--- config.mk ---
export PLATFORM = sky130hd
export DESIGN_NAME = dma_mm2s_stream_sink_flat
export DESIGN_NICKNAME = d
export VERILOG_FILES = /design/src/rtl/dma_pkg.sv /design/src/rtl/dma_mm2s_stream_sink_if.sv /design/src/rtl/dma_sync_fifo.sv /design/src/rtl/dma_mm2s_stream_sink.sv /design/src/flat_wrapper.sv
export SDC_FILE = /design/constraint.sdc
export NUM_CORES = 1
export LEC_CHECK = 0
export ABC_AREA = 0
export CAP_MARGIN = 20
export CORE_ASPECT_RATIO = 1.1
export CORE_MARGIN = 2
export CORE_UTILIZATION = 58
export DETAILED_ROUTE_END_ITERATION = 16
export PLACE_DENSITY = 0.89
export SYNTH_ARGS = -nofsm -noshare
export SYNTH_HDL_FRONTEND = slang
export SYNTH_SLANG_ARGS = --single-unit
--- constraint.sdc ---
create_clock -name clk_i -period 10.5 [get_ports clk_i]
set_input_delay 2.1 -clock clk_i [delete_from_list [all_inputs] [get_ports clk_i]]
set_output_delay 2.1 -clock clk_i [all_outputs]
set_load 0.01 [all_outputs]
--- src/rtl/dma_pkg.sv ---
// Shared types for the MM2S stream sink: FSM states and the FIFO entry tag.
// A FIFO entry is {sink_tag_t, data}; err is the MSB of the entry.
package dma_pkg;

   typedef enum logic [1:0] {
      StIdle,
      StRecv,
      StDrop
   } sink_state_e;

   typedef struct packed {
      logic err;
      logic last;
   } sink_tag_t;

   localparam int unsigned TagWidth  = 2;
   localparam sink_tag_t   DataTag   = '{err: 1'b0, last: 1'b0};
   localparam sink_tag_t   MarkerTag = '{err: 1'b1, last: 1'b1};

endpackage

--- src/rtl/dma_mm2s_stream_sink_if.sv ---
// AXI-Stream beat bundle between the MM2S read path and the stream sink.
interface dma_mm2s_stream_sink_if #(
   parameter int unsigned DATA_WIDTH = 32
);

   logic [DATA_WIDTH-1:0]   tdata;
   logic [DATA_WIDTH/8-1:0] tkeep;
   logic                    tlast;
   logic                    tvalid;
   logic                    tready;

   modport master (
      output tdata, tkeep, tlast, tvalid,
      input  tready
   );

   modport slave (
      input  tdata, tkeep, tlast, tvalid,
      output tready
   );

endinterface

--- src/rtl/dma_sync_fifo.sv ---
// Synchronous first-word-fall-through FIFO; pushes when full and pops when empty are ignored.
module dma_sync_fifo #(
   parameter int unsigned WIDTH = 34,
   parameter int unsigned DEPTH = 16
) (
   input  logic                       clk_i,
   input  logic                       rst_i,
   input  logic                       push_i,
   input  logic [WIDTH-1:0]           data_i,
   input  logic                       pop_i,
   output logic [WIDTH-1:0]           data_o,
   output logic                       full_o,
   output logic                       empty_o,
   output logic [$clog2(DEPTH):0]     level_o
);

   localparam int unsigned PtrW = $clog2(DEPTH);

   logic [WIDTH-1:0] mem_q [DEPTH];
   logic [PtrW-1:0]  wr_ptr_q, wr_ptr_d;
   logic [PtrW-1:0]  rd_ptr_q, rd_ptr_d;
   logic [PtrW:0]    level_q, level_d;
   logic             push_ok, pop_ok;

   assign full_o  = (level_q == (PtrW + 1)'(DEPTH));
   assign empty_o = (level_q == '0);
   assign level_o = level_q;
   assign data_o  = mem_q[rd_ptr_q];
   assign push_ok = push_i & ~full_o;
   assign pop_ok  = pop_i & ~empty_o;

   // Pointers wrap naturally because DEPTH is a power of two.
   always_comb begin
      wr_ptr_d = wr_ptr_q;
      rd_ptr_d = rd_ptr_q;
      level_d  = level_q;
      if (push_ok) wr_ptr_d = wr_ptr_q + 1'b1;
      if (pop_ok)  rd_ptr_d = rd_ptr_q + 1'b1;
      if (push_ok && !pop_ok) level_d = level_q + 1'b1;
      if (pop_ok && !push_ok) level_d = level_q - 1'b1;
   end

   always_ff @(posedge clk_i) begin
      if (rst_i) begin
         wr_ptr_q <= '0;
         rd_ptr_q <= '0;
         level_q  <= '0;
      end else begin
         wr_ptr_q <= wr_ptr_d;
         rd_ptr_q <= rd_ptr_d;
         level_q  <= level_d;
      end
   end

   always_ff @(posedge clk_i) begin
      if (push_ok) mem_q[wr_ptr_q] <= data_i;
   end

endmodule

--- src/rtl/dma_mm2s_stream_sink.sv ---
// MM2S stream sink: masks bytes by TKEEP, enforces the PMP verdict per packet and buffers
// beats in a FWFT FIFO, with saturating packet/drop counters and a sticky violation flag.
module dma_mm2s_stream_sink
   import dma_pkg::*;
#(
   parameter int unsigned DATA_WIDTH = 32,
   parameter int unsigned DEPTH      = 16,
   parameter int unsigned CNT_WIDTH  = 8
) (
   input  logic                      clk_i,
   input  logic                      rst_i,
   dma_mm2s_stream_sink_if.slave     s_axis,
   input  logic                      pmp_allow_i,
   input  logic                      pop_i,
   output logic                      pop_valid_o,
   output logic [DATA_WIDTH-1:0]     pop_data_o,
   output logic                      pop_last_o,
   output logic                      pop_err_o,
   output logic [$clog2(DEPTH):0]    level_o,
   output logic [CNT_WIDTH-1:0]      pkt_cnt_o,
   output logic [CNT_WIDTH-1:0]      drop_cnt_o,
   output logic                      pmp_err_o,
   input  logic                      clr_i
);

   localparam int unsigned EntryW = TagWidth + DATA_WIDTH;
   localparam int unsigned KeepW  = DATA_WIDTH / 8;

   sink_state_e           state_q, state_d;
   logic [CNT_WIDTH-1:0]  pkt_cnt_q, pkt_cnt_d;
   logic [CNT_WIDTH-1:0]  drop_cnt_q, drop_cnt_d;
   logic                  pmp_err_q, pmp_err_d;

   logic                  tready, accept, full, empty;
   logic                  push, pkt_inc, drop_inc, err_set;
   sink_tag_t             push_tag, head_tag;
   logic [DATA_WIDTH-1:0] push_data, masked_data;
   logic [EntryW-1:0]     fifo_rdata;

   // While dropping, beats are swallowed regardless of FIFO occupancy.
   assign tready        = (state_q == StDrop) | ~full;
   assign s_axis.tready = tready;
   assign accept        = s_axis.tvalid & tready;

   always_comb begin
      masked_data = '0;
      for (int unsigned i = 0; i < KeepW; i++) begin
         masked_data[8*i +: 8] = s_axis.tkeep[i] ? s_axis.tdata[8*i +: 8] : 8'h00;
      end
   end

   always_comb begin
      state_d   = state_q;
      push      = 1'b0;
      push_tag  = DataTag;
      push_data = masked_data;
      pkt_inc   = 1'b0;
      drop_inc  = 1'b0;
      err_set   = 1'b0;
      unique case (state_q)
         StIdle, StRecv: begin
            if (accept) begin
               if (pmp_allow_i) begin
                  push          = 1'b1;
                  push_tag.last = s_axis.tlast;
                  pkt_inc       = s_axis.tlast;
                  state_d       = s_axis.tlast ? StIdle : StRecv;
               end else begin
                  // A packet already partly stored is closed with an error marker.
                  push      = (state_q == StRecv);
                  push_tag  = MarkerTag;
                  push_data = '0;
                  drop_inc  = 1'b1;
                  err_set   = 1'b1;
                  state_d   = s_axis.tlast ? StIdle : StDrop;
               end
            end
         end
         StDrop: begin
            if (accept && s_axis.tlast) state_d = StIdle;
         end
         default: state_d = StIdle;
      endcase
   end

   always_comb begin
      pkt_cnt_d  = pkt_cnt_q;
      drop_cnt_d = drop_cnt_q;
      pmp_err_d  = pmp_err_q | err_set;
      if (pkt_inc && pkt_cnt_q != '1)   pkt_cnt_d  = pkt_cnt_q + 1'b1;
      if (drop_inc && drop_cnt_q != '1) drop_cnt_d = drop_cnt_q + 1'b1;
      if (clr_i) begin
         pkt_cnt_d  = '0;
         drop_cnt_d = '0;
         pmp_err_d  = 1'b0;
      end
   end

   always_ff @(posedge clk_i) begin
      if (rst_i) begin
         state_q    <= StIdle;
         pkt_cnt_q  <= '0;
         drop_cnt_q <= '0;
         pmp_err_q  <= 1'b0;
      end else begin
         state_q    <= state_d;
         pkt_cnt_q  <= pkt_cnt_d;
         drop_cnt_q <= drop_cnt_d;
         pmp_err_q  <= pmp_err_d;
      end
   end

   dma_sync_fifo #(
      .WIDTH (EntryW),
      .DEPTH (DEPTH)
   ) u_fifo (
      .clk_i   (clk_i),
      .rst_i   (rst_i),
      .push_i  (push),
      .data_i  ({push_tag, push_data}),
      .pop_i   (pop_i),
      .data_o  (fifo_rdata),
      .full_o  (full),
      .empty_o (empty),
      .level_o (level_o)
   );

   assign head_tag    = fifo_rdata[EntryW-1 -: TagWidth];
   assign pop_valid_o = ~empty;
   assign pop_data_o  = fifo_rdata[DATA_WIDTH-1:0];
   assign pop_last_o  = head_tag.last;
   assign pop_err_o   = head_tag.err;
   assign pkt_cnt_o   = pkt_cnt_q;
   assign drop_cnt_o  = drop_cnt_q;
   assign pmp_err_o   = pmp_err_q;

endmodule

--- src/flat_wrapper.sv ---
// flat-port wrapper written by rule: the top's interface ports become plain ports
module dma_mm2s_stream_sink_flat import dma_pkg::*;
#(
   parameter int unsigned DATA_WIDTH = 32,
   parameter int unsigned DEPTH      = 16,
   parameter int unsigned CNT_WIDTH  = 8
)
  (clk_i, rst_i, pmp_allow_i, pop_i, pop_valid_o, pop_data_o, pop_last_o, pop_err_o, level_o, pkt_cnt_o, drop_cnt_o, pmp_err_o, clr_i, s_axis_tdata, s_axis_tkeep, s_axis_tlast, s_axis_tvalid, s_axis_tready);
  dma_mm2s_stream_sink_if #(.DATA_WIDTH(DATA_WIDTH)) s_axis_i ();
  input  logic clk_i;
  input  logic rst_i;
  input  logic pmp_allow_i;
  input  logic pop_i;
  output logic pop_valid_o;
  output logic [DATA_WIDTH-1:0] pop_data_o;
  output logic pop_last_o;
  output logic pop_err_o;
  output logic [$clog2(DEPTH):0] level_o;
  output logic [CNT_WIDTH-1:0] pkt_cnt_o;
  output logic [CNT_WIDTH-1:0] drop_cnt_o;
  output logic pmp_err_o;
  input  logic clr_i;
  input wire logic [$bits(s_axis_i.tdata)-1:0] s_axis_tdata;
  input wire logic [$bits(s_axis_i.tkeep)-1:0] s_axis_tkeep;
  input wire logic [$bits(s_axis_i.tlast)-1:0] s_axis_tlast;
  input wire logic [$bits(s_axis_i.tvalid)-1:0] s_axis_tvalid;
  output wire logic [$bits(s_axis_i.tready)-1:0] s_axis_tready;
  assign s_axis_i.tdata = s_axis_tdata;
  assign s_axis_i.tkeep = s_axis_tkeep;
  assign s_axis_i.tlast = s_axis_tlast;
  assign s_axis_i.tvalid = s_axis_tvalid;
  assign s_axis_tready = s_axis_i.tready;
  dma_mm2s_stream_sink #(.DATA_WIDTH(DATA_WIDTH), .DEPTH(DEPTH), .CNT_WIDTH(CNT_WIDTH)) u_core (.clk_i(clk_i), .rst_i(rst_i), .s_axis(s_axis_i), .pmp_allow_i(pmp_allow_i), .pop_i(pop_i), .pop_valid_o(pop_valid_o), .pop_data_o(pop_data_o), .pop_last_o(pop_last_o), .pop_err_o(pop_err_o), .level_o(level_o), .pkt_cnt_o(pkt_cnt_o), .drop_cnt_o(drop_cnt_o), .pmp_err_o(pmp_err_o), .clr_i(clr_i));
endmodule
# [Word level (Yosys, flattened, before mapping)]
# Memories as Yosys holds them, arrays and structs flattened. A register that Yosys moved wholly into a read port is not among the register bits.
# Index checks and enable logic that the tools add are counted.
[word_totals] register_bits=32 ram_bits=544 in_bits=43 n_memories=1
[classes] addsub=6 n_eq_ne=7 mux=31 bitwise_logic=7 reduce_logical=13
[memory_table] name="u_core.u_fifo.mem_q" depth=16 word_bits=34 rd=1 rd_clocked_by_memory_dff=1 wr=1 line_no="dma_sync_fifo.sv:19" rtl="logic [WIDTH-1:0] mem_q [DEPTH];"
[op_table] operator="32-bit two-way mux" n=3
[op_table] operator="8-bit two-way mux" n=4
[op_table] operator="8-bit by 1-bit adder with 8-bit output (second input constant)" n=2
[op_table] operator="8-bit != test (second input constant)" n=2
[op_table] operator="1-bit two-way mux" n=13
[op_table] operator="2-bit two-way mux" n=6
[op_table] operator="5-bit two-way mux" n=2
[op_table] operator="4-bit by 1-bit adder with 4-bit output (second input constant)" n=2
[op_table] operator="4-bit two-way mux" n=2
[op_table] operator="5-bit by 1-bit adder with 5-bit output (second input constant)" n=1
[op_table] operator="5-bit equality test (second input constant)" n=1
[op_table] operator="1-bit logical AND" n=5
[op_table] operator="5-bit logical NOT" n=1
[op_table] operator="5-bit by 1-bit subtractor with 5-bit output (second input constant)" n=1
[op_table] operator="2-bit case mux with 2 select lines" n=1
[op_table] operator="2-bit OR reduction" n=2
[op_table] operator="1-bit bitwise AND" n=3
[op_table] operator="2-bit by 1-bit equality test with 1-bit output (second input constant)" n=1
[op_table] operator="2-bit equality test (second input constant)" n=1
[op_table] operator="1-bit logical NOT" n=2
[op_table] operator="2-bit logical NOT" n=1
[op_table] operator="2-bit by 1-bit != test with 1-bit output (second input constant)" n=1
[op_table] operator="2-bit != test (second input constant)" n=1
[op_table] operator="1-bit NOT" n=2
[op_table] operator="3 further kinds" n=4

# [Longest topological paths before layout]
# Gate-level depths: netlist of run 1.
[logic_depth] depth_word=10 depth_mapped=12

# [Hierarchy]
# Synthesis of run 1 repeated with hierarchy kept, for this count alone.
[unflattened] hier_cells=1013 area_unflattened_um2=22507.8
[modules_own_cells] module="dma_sync_fifo" n_inst=1 cells_per_inst=871 area_per_inst_um2=21344.2 seq_area_each_um2=16676.0
[modules_own_cells] module="dma_mm2s_stream_sink" n_inst=1 cells_per_inst=142 area_per_inst_um2=1163.6 seq_area_each_um2=380.4

# [Worst setup path after synthesis of run 1]
# OpenSTA, ideal clock, no wires.
[synth_path] path_kind="input -> register" startpoint="in s_axis_tvalid" endpoint="mem u_core.u_fifo.mem_q[11][0], enable pin" setup_ps=467 arrival_ps=4973 required_time_ps=10033 slack_ps=5060 cell_stages=3 n_path_buf=0 cell_sequence="nand2b_1 a2111o_1 nor3_1"
[synth_via] elab_chain_cells=6
[synth_lines] element="start: declaration" line_no="flat_wrapper.sv:26" rtl="input wire logic [$bits(s_axis_i.tvalid)-1:0] s_axis_tvalid;"
[synth_lines] element="1-bit bitwise AND" line_no="dma_mm2s_stream_sink.sv:43" rtl="assign accept = s_axis.tvalid & tready;"
[synth_lines] element="1-bit two-way mux" line_no="dma_mm2s_stream_sink.sv:62" rtl="if (accept) begin"
[synth_lines] element="1-bit two-way mux" line_no="dma_mm2s_stream_sink.sv:60" rtl="unique case (state_q)"
[synth_lines] element="1-bit bitwise AND" line_no="dma_sync_fifo.sv:29" rtl="assign push_ok = push_i & ~full_o;"
[synth_lines] element="1-bit two-way mux" line_no="dma_sync_fifo.sv:56" rtl="if (push_ok) mem_q[wr_ptr_q] <= data_i;"
[synth_lines] element="1-bit two-way mux (implied by the code)" line_no="dma_sync_fifo.sv:56"
[synth_lines] element="end: declaration" line_no="dma_sync_fifo.sv:19"
# No other way between the ends.

==> results of run 1 <==
[stage by stage]
step                      util [%]  area (um2)  instances  setup WS [ps]
after floorplan                  -       22500       1106           5060
after global placement       62.96       24050       1659           5143
after detailed placement     62.96       24050       1659           5062
after CTS                    67.31       25710       1753           4468
after global routing         67.73       25870       1761           4307
final                        67.74       25870       1763           4496
[power by group]
group / switching, mW / internal [mW] / total (mW)
logic: 0.542 / 0.631 / 1.17
clock network: 0.812 / 1.05 / 1.86
registers: 0.119 / 2.61 / 2.73
[area by class of cell]
class                   count  area [um2]  area share (%)
well taps                 500       625.6           2.418
multi-input cells         452        5187           20.05
clock inverters            23       193.9          0.7496
clock buffers              71        1465           5.663
flip-flops and latches    580       17060           65.95
diodes                      2       5.005         0.01934
inverters                  12       45.04          0.1741
repair buffers            123        1286           4.971
[registers in the layout (all words and copies together), names as in the netlist, named ones only]
signal / cells
u_core.u_fifo.mem_q: 544
u_core.drop_cnt_o: 8
u_core.pkt_cnt_o: 8
u_core.u_fifo.level_o: 5
u_core.u_fifo.rd_ptr_q: 4
u_core.u_fifo.wr_ptr_q: 4
u_core.state_q: 2
u_core.pmp_err_o: 1
[cells in the final DEF, fill, tap and decap left out, types with 3 or more instances in the layout]
cell             count
a21oi_1             15
nor2b_4              3
xor2_1               7
bufinv_16            3
mux4_2             136
mux2i_1              5
buf_12               9
nand3b_1             3
nand2_1             41
nor2b_1              3
o41ai_1              5
clkbuf_8             5
o311ai_0             4
nor3_1               5
clkbuf_1            12
ha_1                10
and3_2              13
clkbuf_16           54
dfxtp_1             34
edfxtp_1           544
nand2b_1             4
and3_1              36
or3_1                6
nor2_1              22
clkinv_2             9
or4_1                4
buf_4               14
nand3_1             11
o21ai_0              7
clkinv_1             7
clkdlybuf4s50_1    100
a22oi_1             69
o31ai_1              5
inv_1               12
clkinv_4             3
[worst register-to-register path, cell delays in order, from the launching register on]
cell,delay (ps)
dfxtp_1,590
nor4_4,130
a211oi_2,860
inv_1,170
ha_1,350
xor2_1,170
ha_1,190
a21oi_1,290
a22oi_1,170
or4_1,420
o311ai_0,100
[worst paths after layout]
kind                       startpoint                       end  slack [ps]  depth (start not counted)
min                  u_core.pmp_err_o          u_core.pmp_err_o         480                          2
max reg2reg  u_core.u_fifo.level_o[2]  u_core.u_fifo.level_o[4]        6960                         10
max                         flip-flop             pop_data_o[1]        4500                          5
min reg2reg          u_core.pmp_err_o          u_core.pmp_err_o         480                          2
[routing by layer]
metal / GRT usage, % / vias to the layer above / part of all wire [%]
li1: - / 4845 / -
met1: 35.73 / 6087 / 36
met2: 45.13 / 892 / 52
met3: 4.412 / 120 / 9.5
met4: 9.416 / 4 / 2.7
met5: 0 / - / 0.052
[logic make-up after synthesis]
family,Yosys count,synth area share [%]
AND/OR/NAND/NOR,167,3.999
flip-flops,580,75.81
adder cells (fa/ha/maj),10,0.5561
AO/OA/AOI/OAI,124,4.010
buffers and inverters,74,1.385
multiplexers,142,13.89
XOR/XNOR,9,0.3504
==> out/qor.txt, run 1 <==
Status: finished clean
Initial DRC Count: 1585
Synth top cells by count: edfxtp_1 (544), mux4_2 (136), a22oi_1 (69), and3_1 (49), nand2_1 (41)
Dominant cells by area after synthesis: edfxtp_1 (73%), mux4_2 (14%), dfxtp_1 (3.2%), a22oi_1 (2.3%), and3_1 (1.4%)
Fillers: 2217
Fmax: 166.6 MHz
VDD IR max: 190.1 uV
Crit end category: output pin
Via-to-Cell Ratio: 6.777
Worst path cell trace: buf_4 -> mux4_2 -> a22oi_1 -> nand2_1 -> clkdlybuf4s50_1
Worst slew margin: 19.70%
Final Slew Violations: 0
Crit Path Max Fanout: 71
Yosys top cell by area: edfxtp_1
Die area: 0.04038 mm2
Post-CTS setup buffers: 0
Max-cap violation count: 0
Post-route minimum period: 6004 ps
Vias in the first global route: 12270
Mapped Area: 0.02250 mm2
WS Path Type: flip-flop to output pin
Final setup violation count: 0
Post-Route WL: 53.71 mm
Cell variety after synth: 54
Initial antenna violation count: 3
DRC errors left: 0
Most common cell in the synthesized netlist: edfxtp_1
CTS-repair resized insts: 0
Tightest Pin Transition: 1204 ps
Worst Skew: 9.447 ps
CP Data Arrival Time: 3900 ps
Setup TNS: 0 ps
Clock latency on the worst-skew pair: 570 ps
Area fraction of the dominant cell type after synthesis: 72.61%
First-pass GRT wire length: 77.34 mm
Total power: 5.769 mW
Flops & latches, synth: 580
Critical Path Slowest Stage Cell: dfxtp_4
Num rows: 75
Post-DP HPWL: 24.77 mm
Warnings from Yosys: 0
Layout cells sized above 1: 20.94%
Clock Pin Slew Worst Setup and Hold Paths: 60 ps
CTS H-tree lvls: 2
EDFF count, synth: 544
Syn Inst Count: 1106
Fin crit share: 57.18%
Sequential share of the synthesized area: 75.81%
Critical Path RT: 8400 ps
RSZ-0062 raised after global routing: false
Grt ovf: 0
Worst Setup Start Kind: flip-flop
CTS Buffer Depth: 3
CTS tree: done
CP delay by family, top: buffers and inverters
Via count: 11950
Hold crit path type: flip-flop to flip-flop
Syn avg cell area: 20.34 um2
Root Driver: clkbuf_16
IO Port Bufs: 100
Antenna-violating nets left: 0
DRT Pass-1 Iters: 5
Initial Util: 58.91%
CTS buffer count: 52
Leak: 8.284 nW
Die X: 191.8 um
Post-synth net total: 1159
FFs w/ async S/R, synth: 0%
Min Hold Slack: 482.2 ps
Nets: 1274
Global placement routability congestion: 0.7568
Final Hold Vio Count: 0
Post-cts hold buffer count: 0
Area delta synth->final: 15.00%
Buf/Inv on CP: 2
Max incr delay on CP: 990 ps
Wirelength per Cell: 30.47 um
GR Util All Layers: 26.75%
Largest net degree at the start of global routing: 93
Power Density: 223.0 mW/mm2
Core footprint: 0.03819 mm2
Clock sinks: 580
I/O pins: 101
Overall die height: 210.6 um
Primary FF master, synth: edfxtp_1
(Power assumes the default switching activity.)
==> run 2: changes to the inputs <==
- CORE_UTILIZATION: 58 -> 54
- PLACE_DENSITY: 0.89 -> 0.87
- clock period: 10.5 -> 5.1 ns (I/O delays scaled with it)
==> run 2 against run 1 <==
Compared with the run above: cell count increased by 3.6%; combinational power increased by 110%; critical path depth unchanged; hold slack got worse by 5.1 ps; total power increased by 110%; cell area increased by 0.93%; clock-buffer cell count decreased by 3; sequential power increased by 100%; non-clock buffer count increased by 4; die area increased by 7.3%; global-route usage decreased by 1.3 points; critical path type unchanged; critical endpoint is now pop_last_o.
==> out/qor.txt, run 2 (synthesis results as in run 1) <==
DRT Pass-1 Iters: 6 (+1)
Clock sinks: 580 (unchanged)
Grt met3 use: 5.165% (+0.75 points)
CP Data Arrival Time: 3330 ps (-570 ps)
Leak: 8.371 nW (+1.0%)
Post-DP HPWL: 27.53 mm (+11%)
CTS-repair resized insts: 0 (unchanged)
Largest net degree at the start of global routing: 48 (-48%)
Setup TNS: 0 ps (unchanged)
Worst slew margin: 23.15% (+3.4 points)
Status: finished clean
Most frequent cells in the layout: edfxtp_1 (544), mux4_2 (136), clkdlybuf4s50_1 (100), a22oi_1 (69), clkbuf_16 (57)
Post-Route WL: 53.93 mm (+0.40%)
Fmax: 229.7 MHz
Worst Hold End: u_core.pmp_err_o
Worst Skew: 25.27 ps (+15.82 ps)
Initial antenna violation count: 1 (-2)
P_int: 9.072 mW (+110%)
Grt ovf: 0 (unchanged)
IO Port Bufs: 100 (unchanged)
Max-cap violation count: 0 (unchanged)
Hold Crit Depth: 2 (unchanged)
CTS H-tree lvls: 2 (unchanged)
Critical Path RT: 4080 ps (-4320 ps)
Worst R2R End: u_core.u_fifo.level_o[4]
Hold wc startpoint: u_core.pmp_err_o
Crit end category: output pin
First-pass GRT wire length: 79.00 mm (+2.1%)
Crit Path Max Fanout: 43 (-39%)
Worst Setup Start Kind: flip-flop
Overall die height: 218.1 um (+3.6%)
DRC errors left: 0 (unchanged)
Diode count: 0 (-2)
Nets: 1280 (+0.47%)
Die X: 198.6 um (+3.6%)
Max FFs per register: 544 (unchanged)
Final setup violation count: 0 (unchanged)
Part of the power in registers: 45.9% (-1.5 points)
Vias in the first global route: 12450 (+1.4%)
WS Path Type: flip-flop to output pin
RSZ-0062 raised after global routing: false
Met1 Use GR: 32.78% (-2.9 points)
CTS tree: done
Initial Util: 54.63% (-4.3 points)
Net Sw Frac: 25.42% (-0.11 points)
Post-CTS setup buffers: 0 (unchanged)
Via count: 11970 (+0.15%)
Area delta synth->final: 16.07%
Post-route cell area: 0.02611 mm2 (+0.93%)
VDD IR max: 321.4 uV (+69%)
Via-to-Cell Ratio: 6.550 (-3.4%)
Clock Pin Slew Worst Setup and Hold Paths: 70 ps (about the same)
Core footprint: 0.04118 mm2 (+7.8%)
Antenna-violating nets left: 0 (unchanged)
Register bank with the most flops: u_core.u_fifo.mem_q
Hold crit path type: flip-flop to flip-flop
Num rows: 78 (+4.0%)
Cells on worst reg2reg path: 10 (unchanged)
Global placement routability congestion: 0.7559 (-0.12%)
Final Hold Vio Count: 0 (unchanged)
Post-cts hold buffer count: 0 (unchanged)
CTS Buffer Depth: 3 (unchanged)
Layout cells sized above 1: 21.63% (+0.69 points)
CTS buffer count: 54 (+3.8%)
I/O pins: 101 (unchanged)
Final Slew Violations: 0 (unchanged)
GR Util All Layers: 25.42% (-1.3 points)
Fin crit share: 85.38%
Root Driver: clkbuf_16
Post-route minimum period: 4354 ps
Net Switching: 3.092 mW (+110%)
Wirelength per Cell: 29.52 um (-3.1%)
Clock latency on the worst-skew pair: 590 ps (+20 ps)
Met2 Use GR: 42.91% (-2.2 points)
Die area: 0.04331 mm2 (+7.3%)
Most common cell after layout, fill and taps aside: edfxtp_1
Combinational fraction of design power: 20.7% (+0.4 points)
DP Area: 0.02427 mm2 (+0.91%)
Initial DRC Count: 1420 (-10%)
Clk pwr share: 33.4% (+1.1 points)
Tightest Pin Transition: 1153 ps (-51.64 ps)
Power Density: 465.8 mW/mm2 (+110%)
R2R setup slack: 1910 ps (-5050 ps)
Worst R2R Start: u_core.u_fifo.level_o[2]
GR peak layer: met2
run 2: changes by cell type in the layout (fill, tap and decap cells not counted), sizes merged:
cell | previous run | this run
diode | 2 | 0
bufinv | 3 | 6
clkinv | 19 | 20
clkinvlp | 0 | 1
buf | 23 | 27
clkbuf | 71 | 68
run 2: power groups by stage:
stage / sequential [mW] / clock, mW / combinational [mW]
floorplan: 5.53 / 0 / 1.79
global placement: 5.67 / 0 / 2.40
detailed placement: 5.68 / 0 / 2.48
CTS: 5.59 / 4.09 / 2.53
global route: 5.60 / 4.26 / 2.68
finish: 5.58 / 4.07 / 2.51
run 2: worst max-delay path, cell delays in order (launching register included):
cell             delay [ps]
dfxtp_4                 800
buf_12                  390
mux4_2                  610
a22oi_1                 240
nand2_1                 100
clkdlybuf4s50_1         550
run 2: how the worst max path moves through the flow:
stage | startpoint | endpoint | slack (ps)
after floorplan | s_axis_tvalid | u_core.u_fifo.mem_q[11][0] | 740
after global placement | s_axis_tvalid | u_core.u_fifo.level_o[4] | 1350
after detailed placement | s_axis_tvalid | u_core.u_fifo.level_o[4] | 1230
after CTS | flip-flop | pop_data_o[0] | 690
after global routing | flip-flop | pop_data_o[0] | 580
final | flip-flop | pop_last_o | 750
run 2: area by class of cell:
class,instances,area (um2)
Multi-Input combinational cell,452,5189
Fill cell,2709,15070
Timing Repair Buffer,127,1336
Inverter,12,45.04
Clock buffer,68,1488
Tap cell,560,700.7
Clock inverter,28,291.5
Sequential cell,580,17060
run 2: layer usage:
metal  routed length, um  up-vias
met5                  19        -
met3                5099      141
li1                    -     4857
met4                1880        2
met1               19460     6144
met2               27470      822
run 2: through the flow:
stage	cells	power [mW]	hold slack [ps]	setup WS [ps]	utilization, %
after floorplan	1106	7.320	440.5	739.7	-
after global placement	1725	8.073	459.5	1350	58.78
after detailed placement	1728	8.160	466.5	1232	58.92
after CTS	1824	12.21	487.8	687.0	63.24
after global routing	1827	12.54	503.1	584.8	63.41
final	1827	12.16	477.1	745.7	63.41
==> run 3: changes to the inputs <==
- CORE_MARGIN: 2 -> unset
- CORE_UTILIZATION: 54 -> 58
- CTS_BUF_LIST: unset -> sky130_fd_sc_hd__clkbuf_4 sky130_fd_sc_hd__clkbuf_8
- PLACE_DENSITY: 0.87 -> 0.89
- clock period: 5.1 -> 5.6 ns (I/O delays scaled with it)
==> run 3 against run 2 <==
Compared with the run above: clock-buffer cell count rose by 46; die area fell by 8.6%; largest cell class unchanged; combinational power fell by 9.6%.
==> out/qor.txt, run 3 (synthesis results as in run 1) <==
Power Density: 410.9 mW/mm2 (-12%)
CP Data Arrival Time: 3340 ps (about the same)
Final Util: 67.71% (+4.3 points)
RSZ-0062 raised after global routing: false
Area delta synth->final: 14.94%
Max FFs per register: 544 (unchanged)
DP Area: 0.02413 mm2 (-0.58%)
CTS H-tree lvls: 3 (+1)
Initial antenna violation count: 2 (+1)
Post-DP HPWL: 26.76 mm (-2.8%)
Max-cap violation count: 0 (unchanged)
Via-to-Cell Ratio: 6.604 (+0.84%)
Post-route minimum period: 4457 ps
Post-CTS setup buffers: 0 (unchanged)
CTS tree: done
Initial DRC Count: 1666 (+17%)
VDD IR max: 331.8 uV (+3.2%)
Vias in the first global route: 12400 (-0.40%)
Overall die height: 208.6 um (-4.4%)
Die area: 0.03958 mm2 (-8.6%)
First-pass GRT wire length: 74.30 mm (-5.9%)
Crit end category: output pin
Wirelength per Cell: 27.90 um (-5.5%)
Layout cells sized above 1: 24.96% (+3.3 points)
Fin crit share: 79.58%
Via count: 11990 (+0.18%)
CTS-repair resized insts: 0 (unchanged)
Final Hold Vio Count: 0 (unchanged)
Most common cell after layout, fill and taps aside: edfxtp_1
Min Hold Slack: 479.3 ps (+2.256 ps)
Worst Skew: 23.83 ps (-1.439 ps)
Global placement routability congestion: 0.8012 (+6.0%)
Grt ovf: 0 (unchanged)
Nets: 1309 (+2.3%)
Post-route cell area: 0.02586 mm2 (-0.97%)
DRT Pass-1 Iters: 5 (-1)
Num rows: 75 (-3.8%)
Clock sinks: 580 (unchanged)
Setup TNS: 0 ps (unchanged)
Root Driver: clkbuf_8
Register bank with the most flops: u_core.u_fifo.mem_q
I/O pins: 101 (unchanged)
Post-cts hold buffer count: 0 (unchanged)
Seq. cell area: 0.01706 mm2 (unchanged)
Antenna-violating nets left: 0 (unchanged)
Initial Util: 58.91% (+4.3 points)
Clock Pin Slew Worst Setup and Hold Paths: 60 ps (about the same)
Fillers: 2128 (-21%)
Critical Path RT: 4480 ps (+400 ps)
Final setup violation count: 0 (unchanged)
Multi-input gate area: 0.005189 mm2 (unchanged)
Leak: 8.348 nW (-0.28%)
WS Path Type: flip-flop to output pin
GR Util All Layers: 26.01% (+0.59 points)
Hold crit path type: flip-flop to flip-flop
Core footprint: 0.03819 mm2 (-7.3%)
CTS Buffer Depth: 3 (unchanged)
Worst slew margin: 25.51% (+2.4 points)
Tightest Pin Transition: 1117 ps (-35.42 ps)
Fmax: 224.4 MHz
Worst Setup Start Kind: flip-flop
IO Port Bufs: 100 (unchanged)
Most frequent cells in the layout: edfxtp_1 (544), mux4_2 (136), clkdlybuf4s50_1 (100), clkbuf_8 (89), a22oi_1 (69)
Final Slew Violations: 0 (unchanged)
Status: finished clean
Die X: 189.8 um (-4.4%)
CTS buffer count: 84 (+56%)
Clock latency on the worst-skew pair: 620 ps (+30 ps)
Largest net degree at the start of global routing: 81 (+69%)
Post-Route WL: 50.64 mm (-6.1%)
DRC errors left: 0 (unchanged)
Crit Path Max Fanout: 54 (+26%)
run 3: cell types whose count changed in the layout (fill, tap and decap cells not counted), sizes merged:
cell      before  now
clkinvlp       1    4
bufinv         6    3
buf           27   26
clkbuf        68  114
clkinv        20   22
diode          0    1
run 3: cell type report:
type	instances	area share, %
timing repair buffer	126	4.993
multi-input combinational	452	20.06
clock inverter	30	0.8903
tap	500	2.419
clock buffer	114	5.463
inverter	12	0.1742
antenna	1	0.009677
sequential	580	65.99
run 3: final timing paths:
kind / from / cells past startpoint / slack, ps / endpoint
setup / recovery: flip-flop / 5 / 1140 / pop_data_o[10]
hold reg to reg: u_core.pmp_err_o / 2 / 480 / u_core.pmp_err_o
hold / removal: u_core.pmp_err_o / 2 / 480 / u_core.pmp_err_o
setup reg to reg: u_core.u_fifo.level_o[2] / 10 / 2010 / u_core.u_fifo.level_o[4]
run 3: metrics by stage:
stage / cells / total power, mW / setup WS (ps)
after CTS: 1810 / 10.66 / 1053
final: 1815 / 10.63 / 1143
after global placement: 1666 / 7.325 / 1359
after floorplan: 1106 / 6.667 / 1140
after detailed placement: 1666 / 7.391 / 1228
after global routing: 1814 / 11.00 / 923.7
run 3: metal layers:
layer  share of wire [%]  wire length, um  track usage (%)  up-vias
met5               0.026               13                0        -
met3                 8.5             4307            6.292      108
met1                  37            18940            33.35     6175
met4                 2.7             1367            10.85        2
li1                    -                -                -     4925
met2                  51            26020            42.79      777
run 3: where the power goes:
part           internal (mW)  switching, mW  leakage [nW]
Sequential              4.90          0.139          5.28
Combinational           1.20           1.06          2.20
Clock                   1.78           1.54         0.869
run 3: critical path: stages, from the launching register on:
cell and delay (ps):
dfxtp_4 750, buf_12 450, mux4_2 570, a22oi_1 240, nand2_1 150, clkdlybuf4s50_1 510
